`src/rtl/peripheral_uart_fifo.sv`:
```
`default_nettype none
// ============================================================================
// peripheral_uart_fifo : 8N1 UART with TX/RX FIFOs, baud divisor, sticky errors, irq
// Revision 1.0
// ============================================================================
module peripheral_uart_fifo #(
  parameter int          TX_DEPTH  = 16,
  parameter int          RX_DEPTH  = 16,
  parameter logic [15:0] DIV_RESET = 16'd433
) (
  input  logic        clk,
  input  logic        rst,
  input  logic [15:0] d_in,
  input  logic        cs,
  input  logic [3:0]  addr,
  input  logic        rd,
  input  logic        wr,
  output logic [15:0] d_out,
  output logic        uart_tx,
  input  logic        uart_rx,
  output logic        ledout,
  output logic        irq
);
  localparam int TXW = $clog2(TX_DEPTH);
  localparam int RXW = $clog2(RX_DEPTH);
  localparam logic [3:0] A_STATUS = 4'h0;
  localparam logic [3:0] A_TXDATA = 4'h2;
  localparam logic [3:0] A_LED    = 4'h4;
  localparam logic [3:0] A_RXDATA = 4'h6;
  localparam logic [3:0] A_BAUD   = 4'h8;
  localparam logic [3:0] A_CTRL   = 4'hA;

  typedef enum logic [1:0] {S_IDLE, S_START, S_DATA, S_STOP} state_t;

  logic        wr_en, rd_en, clr_sticky;
  logic [15:0] baud_q, dout_q, rdata;
  logic [1:0]  ctrl_q;
  logic        led_q, irq_q, irq_d, ovr_q, ferr_q, drop_q;

  logic [7:0]   tx_mem [TX_DEPTH];
  logic [TXW:0] tx_wp_q, tx_rp_q;
  logic         tx_full, tx_empty, tx_push, tx_pop, tx_active;
  logic [7:0]   rx_mem [RX_DEPTH];
  logic [RXW:0] rx_wp_q, rx_rp_q;
  logic         rx_full, rx_empty, rx_push, rx_pop, rx_push_req, ferr_set;

  state_t      tx_st_q, tx_st_d, rx_st_q, rx_st_d;
  logic [15:0] tx_cnt_q, tx_cnt_d, rx_cnt_q, rx_cnt_d, rx_half, rx_start_ld;
  logic [2:0]  tx_bit_q, tx_bit_d, rx_bit_q, rx_bit_d;
  logic [7:0]  tx_sh_q, tx_sh_d, rx_sh_q, rx_sh_d;
  logic        txo_q, txo_d, rx_s1_q, rx_s2_q, rx_prev_q;

  assign wr_en      = cs & wr;
  assign rd_en      = cs & rd;
  assign clr_sticky = wr_en && (addr == A_CTRL) && d_in[2];

  // Pointers carry one extra wrap bit so full and empty are distinguishable.
  assign tx_empty  = (tx_wp_q == tx_rp_q);
  assign tx_full   = (tx_wp_q[TXW] != tx_rp_q[TXW]) && (tx_wp_q[TXW-1:0] == tx_rp_q[TXW-1:0]);
  assign rx_empty  = (rx_wp_q == rx_rp_q);
  assign rx_full   = (rx_wp_q[RXW] != rx_rp_q[RXW]) && (rx_wp_q[RXW-1:0] == rx_rp_q[RXW-1:0]);
  assign tx_push   = wr_en && (addr == A_TXDATA) && !tx_full;
  assign rx_pop    = rd_en && (addr == A_RXDATA) && !rx_empty;
  assign rx_push   = rx_push_req && !rx_full;
  assign tx_active = (tx_st_q != S_IDLE);

  assign rx_half     = {1'b0, baud_q[15:1]} + {15'd0, baud_q[0]};
  assign rx_start_ld = (rx_half == 16'd0) ? 16'd0 : rx_half - 16'd1;

  always_ff @(posedge clk) begin
    if (tx_push) tx_mem[tx_wp_q[TXW-1:0]] <= d_in[7:0];
    if (rx_push) rx_mem[rx_wp_q[RXW-1:0]] <= rx_sh_q;
  end

  always_comb begin
    tx_st_d  = tx_st_q;
    tx_cnt_d = tx_cnt_q;
    tx_bit_d = tx_bit_q;
    tx_sh_d  = tx_sh_q;
    txo_d    = txo_q;
    tx_pop   = 1'b0;
    case (tx_st_q)
      S_IDLE:  tx_pop = !tx_empty;
      S_START: begin
        if (tx_cnt_q == 16'd0) begin
          tx_st_d  = S_DATA;
          tx_bit_d = 3'd0;
          txo_d    = tx_sh_q[0];
          tx_cnt_d = baud_q;
        end else tx_cnt_d = tx_cnt_q - 16'd1;
      end
      S_DATA: begin
        if (tx_cnt_q == 16'd0) begin
          tx_cnt_d = baud_q;
          if (tx_bit_q == 3'd7) begin
            tx_st_d = S_STOP;
            txo_d   = 1'b1;
          end else begin
            tx_bit_d = tx_bit_q + 3'd1;
            txo_d    = tx_sh_q[tx_bit_q + 3'd1];
          end
        end else tx_cnt_d = tx_cnt_q - 16'd1;
      end
      S_STOP: begin
        if (tx_cnt_q == 16'd0) begin
          if (tx_empty) tx_st_d = S_IDLE;
          else          tx_pop  = 1'b1;
        end else tx_cnt_d = tx_cnt_q - 16'd1;
      end
      default: tx_st_d = S_IDLE;
    endcase
    // Loading the next byte straight from STOP keeps back-to-back frames gapless.
    if (tx_pop) begin
      tx_sh_d  = tx_mem[tx_rp_q[TXW-1:0]];
      tx_st_d  = S_START;
      tx_cnt_d = baud_q;
      txo_d    = 1'b0;
    end
  end

  always_comb begin
    rx_st_d     = rx_st_q;
    rx_cnt_d    = rx_cnt_q;
    rx_bit_d    = rx_bit_q;
    rx_sh_d     = rx_sh_q;
    rx_push_req = 1'b0;
    ferr_set    = 1'b0;
    case (rx_st_q)
      S_IDLE: begin
        if (rx_prev_q && !rx_s2_q) begin
          rx_st_d  = S_START;
          rx_cnt_d = rx_start_ld;
        end
      end
      S_START: begin
        if (rx_cnt_q == 16'd0) begin
          rx_st_d  = rx_s2_q ? S_IDLE : S_DATA;
          rx_bit_d = 3'd0;
          rx_cnt_d = baud_q;
        end else rx_cnt_d = rx_cnt_q - 16'd1;
      end
      S_DATA: begin
        if (rx_cnt_q == 16'd0) begin
          rx_sh_d  = {rx_s2_q, rx_sh_q[7:1]};
          rx_cnt_d = baud_q;
          if (rx_bit_q == 3'd7) rx_st_d  = S_STOP;
          else                  rx_bit_d = rx_bit_q + 3'd1;
        end else rx_cnt_d = rx_cnt_q - 16'd1;
      end
      S_STOP: begin
        if (rx_cnt_q == 16'd0) begin
          rx_st_d     = S_IDLE;
          rx_push_req = rx_s2_q;
          ferr_set    = !rx_s2_q;
        end else rx_cnt_d = rx_cnt_q - 16'd1;
      end
      default: rx_st_d = S_IDLE;
    endcase
  end

  always_comb begin
    rdata = 16'h0000;
    case (addr)
      A_STATUS: rdata = {8'h00, drop_q, ferr_q, tx_active, ovr_q, rx_full, !rx_empty, tx_empty, tx_full};
      A_RXDATA: if (!rx_empty) rdata = {8'h00, rx_mem[rx_rp_q[RXW-1:0]]};
      A_BAUD:   rdata = baud_q;
      A_CTRL:   rdata = {14'h0000, ctrl_q};
      default:  rdata = 16'h0000;
    endcase
  end

  assign irq_d = (ctrl_q[0] & (!rx_empty | ovr_q | ferr_q)) | (ctrl_q[1] & tx_empty & !tx_active);

  always_ff @(posedge clk or posedge rst) begin
    if (rst) begin
      baud_q    <= DIV_RESET;
      ctrl_q    <= 2'b00;
      led_q     <= 1'b0;
      dout_q    <= 16'h0000;
      irq_q     <= 1'b0;
      ovr_q     <= 1'b0;
      ferr_q    <= 1'b0;
      drop_q    <= 1'b0;
      tx_wp_q   <= '0;
      tx_rp_q   <= '0;
      rx_wp_q   <= '0;
      rx_rp_q   <= '0;
      tx_st_q   <= S_IDLE;
      tx_cnt_q  <= 16'd0;
      tx_bit_q  <= 3'd0;
      tx_sh_q   <= 8'h00;
      txo_q     <= 1'b1;
      rx_st_q   <= S_IDLE;
      rx_cnt_q  <= 16'd0;
      rx_bit_q  <= 3'd0;
      rx_sh_q   <= 8'h00;
      rx_s1_q   <= 1'b1;
      rx_s2_q   <= 1'b1;
      rx_prev_q <= 1'b1;
    end else begin
      if (wr_en && addr == A_LED)  led_q  <= d_in[0];
      if (wr_en && addr == A_BAUD) baud_q <= d_in;
      if (wr_en && addr == A_CTRL) ctrl_q <= d_in[1:0];
      if (rd_en) dout_q <= rdata;
      irq_q     <= irq_d;
      drop_q    <= (drop_q & !clr_sticky) | (wr_en && addr == A_TXDATA && tx_full);
      ovr_q     <= (ovr_q & !clr_sticky) | (rx_push_req & rx_full);
      ferr_q    <= (ferr_q & !clr_sticky) | ferr_set;
      if (tx_push) tx_wp_q <= tx_wp_q + 1'b1;
      if (tx_pop)  tx_rp_q <= tx_rp_q + 1'b1;
      if (rx_push) rx_wp_q <= rx_wp_q + 1'b1;
      if (rx_pop)  rx_rp_q <= rx_rp_q + 1'b1;
      tx_st_q   <= tx_st_d;
      tx_cnt_q  <= tx_cnt_d;
      tx_bit_q  <= tx_bit_d;
      tx_sh_q   <= tx_sh_d;
      txo_q     <= txo_d;
      rx_st_q   <= rx_st_d;
      rx_cnt_q  <= rx_cnt_d;
      rx_bit_q  <= rx_bit_d;
      rx_sh_q   <= rx_sh_d;
      rx_s1_q   <= uart_rx;
      rx_s2_q   <= rx_s1_q;
      rx_prev_q <= rx_s2_q;
    end
  end

  assign d_out   = dout_q;
  assign uart_tx = txo_q;
  assign ledout  = led_q;
  assign irq     = irq_q;
endmodule
`default_nettype wire

```
`config.mk`:
```
export PLATFORM = sky130hd
export DESIGN_NAME = peripheral_uart_fifo
export DESIGN_NICKNAME = d
export VERILOG_FILES = /design/src/rtl/peripheral_uart_fifo.sv
export SDC_FILE = /design/constraint.sdc
export NUM_CORES = 1
export LEC_CHECK = 0
export ABC_AREA = 1
export BUFFER_PORTS_ARGS = -buffer_cell sky130_fd_sc_hd__buf_2
export CORE_MARGIN = 2
export CORE_UTILIZATION = 57
export DETAILED_ROUTE_END_ITERATION = 6
export GPL_TIMING_DRIVEN = 0
export MAX_ROUTING_LAYER = met4
export PLACE_DENSITY_LB_ADDON = 0.15
export SYNTH_ARGS = -nofsm -noshare
export SYNTH_HDL_FRONTEND = slang
export SYNTH_SLANG_ARGS = --single-unit
```
`constraint.sdc`:
```
create_clock -name clk -period 3.7 [get_ports clk]
set_input_delay 0.37 -clock clk [delete_from_list [all_inputs] [get_ports clk]]
set_output_delay 0.37 -clock clk [all_outputs]
set_load 0.02 [all_outputs]
```
==> run metrics, run 1 <==
status finished, final reports clean; DRT iter0 DRCs 1337; Synth Area in Adders 0.0205; fmax 316 MHz; total clock sinks 377; PwrDens 589 mW/mm2; Final Hold Violating Endpoints 0; Via density 5.80; CP max stage delay 750 ps; Synth top cells by count 338 x nand2_1, 321 x nor2_1, 256 x edfxtp_1; Leak 7.72 nW; Worst R2R Path Depth 9; number of port buffers 44; RSZ-0062 raised after global routing false; routed length per instance 19.3 um; routability cong. 0.963; Reg power frac 0.434; final setup margin 535 ps; leading area contributor after synthesis edfxtp_1; layout net count 1930; WP buf/inv 2; Avg Synthesized Cell Area 9.90 um2; HP Start d_in[11]; Synth Net Count 1841; Worst Hold End baud_q[11]; full die area 0.0325 mm2; largest net degree at the start of global routing 96; Compound-Gate Fraction of Synth Area 0.104; share of cells above drive strength 1 0.0960; Synth Warn # 0; most common cell in the netlist nand2_1; I/O pins 45; # setup viols final 0; final wirelength 44600 um; vias 13400; Switching Share 0.323; fin. max-slew vios 0; period utilization 0.855; Remaining Overflow, GRT 0; Area Overhead vs Synth 11.6%; CTS root buffer clkbuf_16; worst setup path category reg -> reg; dpl hpwl 30500 um; Crit path arrival time 3310 ps; r2r startpoint rx_cnt_q[0]; Top delay family on crit path simple AND/OR/NAND/NOR gates; initial antenna violation count 1; first-pass GRT wire length 70600 um; Seq/Total Area, Yosys 0.606; Cell Area, Synth 0.0177 mm2; fin crit period 3160 ps; crit-path cells inv_1, ha_1, nand3_1, inv_2, nand4_4, or2_1, nor3_2, nand2_1, nor2_1; vias in the first global route 13000; share of power burned in the clock network 0.334; Synth Instances 1786; worst-skew pair later-pin latency 540 ps; Initial Utilization 0.578; Num CTS Buffers 40; slew at the pin closest to its max-slew limit 1360 ps; count of cell types in the netlist 49; Pint 7.87 mW; Yosys top cell area share 0.435; RR Endpoint rx_mem[4][6]; Worst VDD drop 0.446 mV; Simple-Gate Fraction of Synth Area 0.192; Die X 180 um; Worst-path clk slew 60 ps; die height 180 um; max-cap violations 0; CTS max path bufs 3; hold-critical path depth 3; crit path launch type flop; share of flip-flops with an asynchronous set or reset 0.321; Worst Hold Class in -> reg; total power 11.6 mW; H-tree Lvls 2; CP max FO 8; R2R setup slack 540 ps; top area cells in the synthesized netlist edfxtp_1 43%, dfrtp_1 16%, nand2_1 7.2%; drt pass-1 iters 6; Setup WS pre-CTS 525 ps; global router's overall resource usage 0.283; combinational group share of total power 0.232; main combinational cell family by area after synthesis simple AND/OR/NAND/NOR gates; Core Region 0.0306 mm2; post-synthesis xor/xnor area fraction 0.0277; Detail Route Antenna Nets 0; CP max-delay cell nor2_1; CTS tree built; post-synthesis mux area share 0.00630; Max-slew headroom 0.0872; predominant post-synthesis flop cell edfxtp_1; NetSw 3.75 mW; synthesis-stage register bit count 377; drc violations 0; CTS resizes 0; clk_skew 22.8 ps; # rows 64; Critical Path Sink Type flop; Worst Path Required 3850 ps; Post-synth EDFFs 256
[per-layer routing]
metal  vias to the layer above  track usage  part of all wire
met3                       124       0.0366             0.073
met2                       582        0.443              0.47
li1                       6272            -                 -
met4                         0        0.118             0.042
met1                      6375        0.378              0.42
met5                         -            -                 0
[area by class of cell]
class                   count  area, um2
fillers                  2409      10900
inverters                 127        482
clock inverters            22        171
flip-flops and latches    377      10700
clock buffers              52       1100
repair buffers             47        268
plain buffers              69        289
diodes                      1       2.50
multi-input cells        1213       6200
well taps                 396        495
[cell families after synthesis]
| group | after synthesis |
|---|---|
| XOR/XNOR | 56 |
| buffers and inverters | 196 |
| AND/OR/NAND/NOR | 811 |
| adder cells (fa/ha/maj) | 29 |
| multiplexers | 11 |
| AO/OA/AOI/OAI | 306 |
| flip-flops | 377 |
[through the flow]
step                       util  std cells  TNS (ps)  hold WS [ps]  area, um2
final                     0.645       2304         0          96.2      19700
after detailed placement  0.603       2227         0           349      18400
after global placement    0.602       2226   -167500           347      18400
after global routing      0.645       2304         0          87.0      19700
after CTS                 0.645       2303         0          83.9      19700
after floorplan               -       1786         0           345      17700
[power groups by stage]
stage	registers (mW)	clock network, mW	logic, mW
final	5.04	3.88	2.69
after CTS	5.03	3.93	2.67
after global placement	5.11	0	2.58
after floorplan	5.06	0	1.91
after detailed placement	5.12	0	2.64
after global routing	5.07	4.09	3.04
[tightest hold or removal path, stage by stage]
cell     delay, ps
buf_2           80
nor2_1          40
a21oi_1        100
[sequential cells by signal (all words and copies together), names as in the netlist, 5 cells and up, named ones only]
signal	count
rx_mem	128
d_out	16
rx_sh_q	8
tx_mem	128
baud_q	16
tx_sh_q	8
rx_wp_q	5
rx_rp_q	5
tx_rp_q	5
rx_cnt_q	16
tx_cnt_q	16
tx_wp_q	5
[timing repair]
| action | CTS | global route |
|---|---|---|
| buffers inserted | 0 | 0 |
| hold endpoints to repair | 27 | 0 |
| hold buffers | 2 | 0 |
[how the worst max path moves through the flow]
stage | from | to | slack [ps] | cells after the start
final | rx_cnt_q[0] | rx_mem[4][6] | 540 | 9
after global routing | rx_cnt_q[0] | rx_mem[0][2] | 360 | 9
after CTS | rx_cnt_q[0] | rx_mem[15][6] | 520 | 8
after detailed placement | rx_cnt_q[0] | rx_mem[15][4] | 520 | 8
after global placement | rst | rx_sh_q[0] | -1500 | 2
after floorplan | rst | asynchronous set/reset pin | 130 | 1
[placed cells by master (no fill, tap or decap), types with 4 or more instances in the layout]
master | netlist | routed
nand2_1 | 338 | 338
nor2_1 | 321 | 321
edfxtp_1 | 256 | 256
o21ai_0 | 153 | 153
inv_1 | 116 | 115
dfrtp_1 | 112 | 112
nand3_1 | 79 | 79
clkbuf_1 | 53 | 61
a21oi_1 | 55 | 55
buf_2 | 9 | 53
xor2_1 | 44 | 44
clkbuf_16 | 0 | 41
o32ai_1 | 33 | 33
ha_1 | 29 | 29
o211ai_1 | 25 | 25
nor3_1 | 15 | 14
nand4_1 | 13 | 13
nand2_2 | 13 | 13
xnor2_1 | 12 | 12
mux2i_1 | 10 | 10
o221ai_1 | 10 | 10
o31ai_1 | 9 | 9
dfstp_2 | 9 | 9
clkinv_2 | 0 | 9
inv_2 | 8 | 8
clkinv_1 | 3 | 8
a21oi_2 | 7 | 7
nor2_4 | 6 | 6
nand3_2 | 5 | 5
o22ai_1 | 5 | 5
nor2_2 | 4 | 4
or2_2 | 4 | 4
clkinvlp_4 | 0 | 4
Note: power is estimated with default switching activity, not from simulation.
==> run 2: changes to the inputs <==
--- a/config.mk
+++ b/config.mk
@@ -8,7 +8,7 @@
 export ABC_AREA = 1
 export BUFFER_PORTS_ARGS = -buffer_cell sky130_fd_sc_hd__buf_2
 export CORE_MARGIN = 2
-export CORE_UTILIZATION = 57
+export CORE_UTILIZATION = 63
 export DETAILED_ROUTE_END_ITERATION = 6
 export GPL_TIMING_DRIVEN = 0
 export MAX_ROUTING_LAYER = met4
==> constraint.sdc (replaced) <==
create_clock -name clk -period 3.76 [get_ports clk]
set_input_delay 0.376 -clock clk [delete_from_list [all_inputs] [get_ports clk]]
set_output_delay 0.376 -clock clk [all_outputs]
set_load 0.02 [all_outputs]
==> run 2 against run 1 <==
Critical path depth unchanged; via count increased by 0.92%; critical path type unchanged; final area about the same.
==> run metrics, run 2 (same netlist as run 1, synthesis figures left out) <==
Switching Share 0.320 (-0.00274); full die area 0.0294 mm2 (-9.3%); final setup margin 561 ps (+25.8 ps); drc violations 0 (unchanged); Num CTS Buffers 40 (unchanged); crit path launch type flop; commonest non-fill, non-tap cell in the layout nand2_1; Max-slew headroom 0.393 (+0.306); total clock sinks 377 (unchanged); fin. max-slew vios 0 (unchanged); CTS resizes 0 (unchanged); Hold Buf Count CTS 2 (unchanged); max-cap violations 0 (unchanged); PwrDens 582 mW/mm2 (-1.1%); first-pass GRT wire length 69100 um (-2.1%); setup TNS 0 ps (unchanged); area post-placement 0.0184 mm2 (-0.12%); number of port buffers 44 (unchanged); share of power burned in the clock network 0.336 (+0.002); Setup WS pre-CTS 561 ps (+35.9 ps); layout net count 1930 (unchanged); clk_skew 29.1 ps (+6.24 ps); slew at the pin closest to its max-slew limit 907 ps (-451 ps); RR Endpoint rx_mem[1][2]; H-tree Lvls 2 (unchanged); r2r startpoint rx_cnt_q[0]; Crit path arrival time 3340 ps (+30 ps); Core Region 0.0277 mm2 (-9.4%); routability cong. 0.961 (-0.19%); Setup crit start rx_cnt_q[0]; NetSw 3.67 mW (-2.0%); Die X 172 um (-4.8%); largest net degree at the start of global routing 72 (-25%); Final Cell Area 0.0197 mm2 (about the same); initial antenna violation count 1 (unchanged); Worst R2R Path Depth 9 (unchanged); RSZ-0062 raised after global routing false; final wirelength 44700 um (+0.22%); CTS tree built; drt pass-1 iters 6 (unchanged); Worst Path Required 3900 ps (+50 ps); period utilization 0.851 (-0.00456); global router's overall resource usage 0.316 (+0.0331); Remaining Overflow, GRT 0 (unchanged); I/O pins 45 (unchanged); Pint 7.81 mW (-0.73%); routed length per instance 19.5 um (+1.0%); fin crit period 3200 ps (+34.2 ps); vias in the first global route 13000 (+0.038%); dpl hpwl 30800 um (+0.91%); die height 172 um (-4.8%); Critical Path Sink Type flop; fmax 313 MHz (-1.1%); final std cells w/o fill 2285 (-0.82%); CP Capture Point rx_mem[1][2]; Detail Route Antenna Nets 0 (unchanged); worst setup path category reg -> reg; setup bufs post-CTS 0 (unchanged); most frequent cells in the layout 338 x nand2_1, 321 x nor2_1, 256 x edfxtp_1; # rows 61 (-4.7%); Worst Hold Class in -> reg; worst-skew pair later-pin latency 540 ps (about the same); CTS max path bufs 3 (unchanged); share of cells above drive strength 1 0.0950 (-0.000999); CTS root buffer clkbuf_16; Leak 7.74 nW (+0.21%); vias 13500 (+0.92%); Worst-path clk slew 60 ps (about the same); Worst VDD drop 0.426 mV (-4.6%); CP max FO 8 (unchanged); area of the multi-input gates 0.00621 mm2 (about the same); status finished, final reports clean; R2R setup slack 560 ps (+30 ps); # setup viols final 0 (unchanged); Area Overhead vs Synth 11.5% (about the same); Final Hold Violating Endpoints 0 (unchanged); Fillers 2066 (-14%); combinational group share of total power 0.231 (about the same); Initial Utilization 0.638 (+0.0602); DRT iter0 DRCs 1458 (+9.1%); register area 0.0107 mm2 (unchanged); Placed Cells incl. Taps 2209 (-0.81%); Reg power frac 0.433 (about the same); Via density 5.90 (+1.8%)
-- run 2: worst min path at each step --
| stage | from | endpoint | slack (ps) | depth (start not counted) |
|---|---|---|---|---|
| after global placement | rx_s1_q | rx_s2_q | 350 | 0 |
| after detailed placement | rx_s1_q | rx_s2_q | 350 | 0 |
| final | d_in[11] | baud_q[11] | 100 | 3 |
| after floorplan | rx_s1_q | rx_s2_q | 350 | 0 |
| after global routing | d_in[15] | baud_q[15] | 130 | 3 |
| after CTS | d_in[11] | baud_q[11] | 90 | 3 |
-- run 2: power groups by stage --
stage | Combinational (mW) | Clock [mW] | Sequential (mW)
floorplan | 1.88 | 0 | 4.98
global placement | 2.53 | 0 | 5.03
detailed placement | 2.60 | 0 | 5.04
CTS | 2.62 | 3.88 | 4.97
global route | 2.97 | 4.03 | 5.00
finish | 2.65 | 3.86 | 4.98
-- run 2: per-layer routing --
metal  track usage  up-vias  wire length [um]
li1              -     6288                 -
met1         0.406     6467             18400
met2         0.506      600             21100
met3        0.0469      121              3200
met4         0.139        0              1960
met5             -        -                 0
-- run 2: area by class of cell --
cell class              instances  area share
diodes                          1    0.000127
plain buffers                  69      0.0146
clock buffers                  56      0.0563
clock inverters                17     0.00863
inverters                     127      0.0244
multi-input cells            1213       0.315
flip-flops and latches        377       0.544
well taps                     378      0.0240
repair buffers                 47      0.0136
-- run 2: critical path, stage by stage (launching register included) --
cell	delay [ps]
dfrtp_1	400
inv_1	130
ha_1	230
nand3_1	180
inv_2	160
nand4_4	150
or2_1	300
nor3_2	310
nand2_1	260
nor2_1	700
-- run 2: metrics by stage --
| stage | total power [mW] | hold WS [ps] | util |
|---|---|---|---|
| final | 11.5 | 104 | 0.712 |
| after global routing | 12.0 | 131 | 0.712 |
| after floorplan | 6.86 | 345 | - |
| after detailed placement | 7.64 | 351 | 0.665 |
| after global placement | 7.56 | 353 | 0.664 |
| after CTS | 11.5 | 88.3 | 0.712 |
==> run 3: changes to the inputs <==
--- a/config.mk
+++ b/config.mk
@@ -6,10 +6,10 @@
 export NUM_CORES = 1
 export LEC_CHECK = 0
 export ABC_AREA = 1
-export BUFFER_PORTS_ARGS = -buffer_cell sky130_fd_sc_hd__buf_2
 export CORE_MARGIN = 2
 export CORE_UTILIZATION = 63
 export DETAILED_ROUTE_END_ITERATION = 6
+export DONT_BUFFER_PORTS = 1
 export GPL_TIMING_DRIVEN = 0
 export MAX_ROUTING_LAYER = met4
 export PLACE_DENSITY_LB_ADDON = 0.15
==> run 3 against run 2 <==
Critical path depth stayed put; die area unchanged; via count shrank 1.2%; register-to-register slack got worse by 30 ps; worst hold slack lost 96 ps; utilization is 0.49 points lower; total power is 1.3% lower; clock-buffer cell count is 6 lower; clock power shrank 3%; largest cell class unchanged.
==> run metrics, run 3 (same netlist as run 1, synthesis figures left out) <==
status finished, final reports clean; share of power burned in the clock network 0.332 (-0.004); drc violations 0 (unchanged); clk_skew 24.6 ps (-4.44 ps); NetSw 3.65 mW (-0.52%); max-cap violations 0 (unchanged); H-tree Lvls 2 (unchanged); Via density 5.91 (+0.25%); worst setup path category reg -> reg; vias in the first global route 12800 (-1.8%); Worst VDD drop 0.435 mV (+2.2%); CTS root buffer clkbuf_16; Area Overhead vs Synth 10.8%; most frequent cells in the layout 338 x nand2_1, 321 x nor2_1, 256 x edfxtp_1; PwrDens 579 mW/mm2 (-0.61%); CP max FO 8 (unchanged); initial antenna violation count 3 (+2); Worst Hold End baud_q[3]; I/O pins 45 (unchanged); Leak 7.57 nW (-2.1%); Pint 7.68 mW (-1.7%); # rows 61 (unchanged); global router's overall resource usage 0.319 (+0.00321); routed length per instance 19.8 um (+1.3%); drt pass-1 iters 6 (unchanged); CTS resizes 0 (unchanged); full die area 0.0294 mm2 (unchanged); met2 Usage GRT 0.501 (-0.00454); Crit path arrival time 3400 ps (+60 ps); RR Endpoint rx_mem[9][3]; CTS max path bufs 3 (unchanged); hold-critical path depth 2 (-1); Num CTS Buffers 39 (-2.5%); Fillers 2045 (-1.0%); most used routing layer met2; Detail Route Antenna Nets 0 (unchanged); routability cong. 0.946 (-1.6%); fin util 0.707 (-0.00488); Die X 172 um (unchanged); r2r startpoint rx_cnt_q[0]; DRT iter0 DRCs 1594 (+9.3%); period utilization 0.859 (+0.00802); Worst-path clk slew 60 ps (about the same); die height 172 um (unchanged); register area 0.0107 mm2 (unchanged); Switching Share 0.322 (+0.00250); share of cells above drive strength 1 0.0748 (-0.0202); met3 Use GR 0.0472 (+0.000230); crit path launch type flop; slew at the pin closest to its max-slew limit 1010 ps (+106 ps); dpl hpwl 30000 um (-2.5%); first-pass GRT wire length 69600 um (+0.71%); Worst R2R Path Depth 9 (unchanged); final wirelength 44600 um (-0.15%); area post-placement 0.0182 mm2 (-1.2%); Final Hold Violating Endpoints 0 (unchanged); fin. max-slew vios 0 (unchanged); fmax 310 MHz (-0.93%); RSZ-0062 raised after global routing false; setup TNS 0 ps (unchanged); Final Cell Area 0.0196 mm2 (-0.68%); Reg power frac 0.441 (+0.008); vias 13300 (-1.2%); area of the multi-input gates 0.00621 mm2 (unchanged); total power 11.3 mW (-1.3%); total clock sinks 377 (unchanged); GRT met1 Usage 0.415 (+0.00955); Core Region 0.0277 mm2 (unchanged); Remaining Overflow, GRT 0 (unchanged); R2R setup slack 530 ps (-30 ps); commonest non-fill, non-tap cell in the layout nand2_1; worst-skew pair later-pin latency 550 ps (about the same); Critical Path Sink Type flop; HP Start d_in[3]; Max-slew headroom 0.322 (-0.0706); CTS tree built; Worst Path Required 3930 ps (+30 ps); combinational group share of total power 0.227 (-0.004); number of port buffers 0 (-100%); Worst Hold Class in -> reg; fin crit period 3230 ps (+30.2 ps); Initial Utilization 0.638 (unchanged); # setup viols final 0 (unchanged); largest net degree at the start of global routing 68 (-5.6%); layout net count 1897 (-1.7%)
-- run 3: cell count changes in the layout (fill, tap and decap cells not counted) --
cell	change
clkinv_1	-1
buf_2	-44
clkinvlp_4	+1
diode_2	+2
clkbuf_1	-4
dlygate4sd3_1	+12
clkbuf_8	-2
clkinv_2	+4
clkinv_4	+1
bufinv_16	-1
-- run 3: what timing repair did --
action | CTS | global route
hold buffers | 14 | 0
endpoints found under the hold margin | 194 | 0
setup buffers | 0 | 0
endpoints found under the setup margin | 0 | 0
-- run 3: worst max-delay path by stage --
| stage | from | endpoint | slack (ps) | depth (start not counted) |
|---|---|---|---|---|
| after detailed placement | rx_cnt_q[0] | rx_mem[9][6] | 610 | 9 |
| after floorplan | rst | asynchronous set/reset pin | 180 | 1 |
| after global placement | rst | rx_sh_q[2] | -1290 | 1 |
| after CTS | rx_cnt_q[0] | rx_mem[9][0] | 600 | 9 |
| final | rx_cnt_q[0] | rx_mem[9][3] | 530 | 9 |
| after global routing | rx_cnt_q[0] | rx_mem[9][3] | 380 | 9 |
-- run 3: area by class of cell --
class                      count  share of cell area
antenna                        3            0.000383
buffer                        69              0.0148
clock buffer                  50              0.0545
clock inverter                21             0.00881
inverter                     127              0.0246
multi-input combinational   1213               0.317
sequential                   377               0.547
tap                          378              0.0241
timing repair buffer          15             0.00856
-- run 3: routing by layer --
layer	wire (um)	vias up
met2	21000	640
li1	-	6217
met5	0	-
met3	3800	114
met1	17800	6350
met4	2060	0
-- run 3: critical path, cell delays in order (launching register included) --
cell and delay [ps]:
dfrtp_1 390, inv_1 120, ha_1 220, nand3_1 200, inv_2 160, nand4_4 150
or2_1 290, nor3_2 300, nand2_1 220, nor2_1 810
-- run 3: metrics by stage --
step | setup WS [ps] | std cells | hold slack, ps
2_1_floorplan | 185 | 1786 | 345
3_3_place_gp | -1290 | 2164 | 353
3_5_place_dp | 609 | 2165 | 327
4_1_cts | 596 | 2250 | 2.28
5_1_grt | 375 | 2253 | 12.7
6_report | 531 | 2253 | 7.91
-- run 3: power groups by stage --
stage / sequential [mW] / clock, mW / combinational [mW]
2_1_floorplan: 4.98 / 0 / 1.88
3_3_place_gp: 5.06 / 0 / 2.43
3_5_place_dp: 5.07 / 0 / 2.49
4_1_cts: 4.99 / 3.79 / 2.55
5_1_grt: 5.03 / 3.95 / 2.91
6_report: 5.00 / 3.76 / 2.58
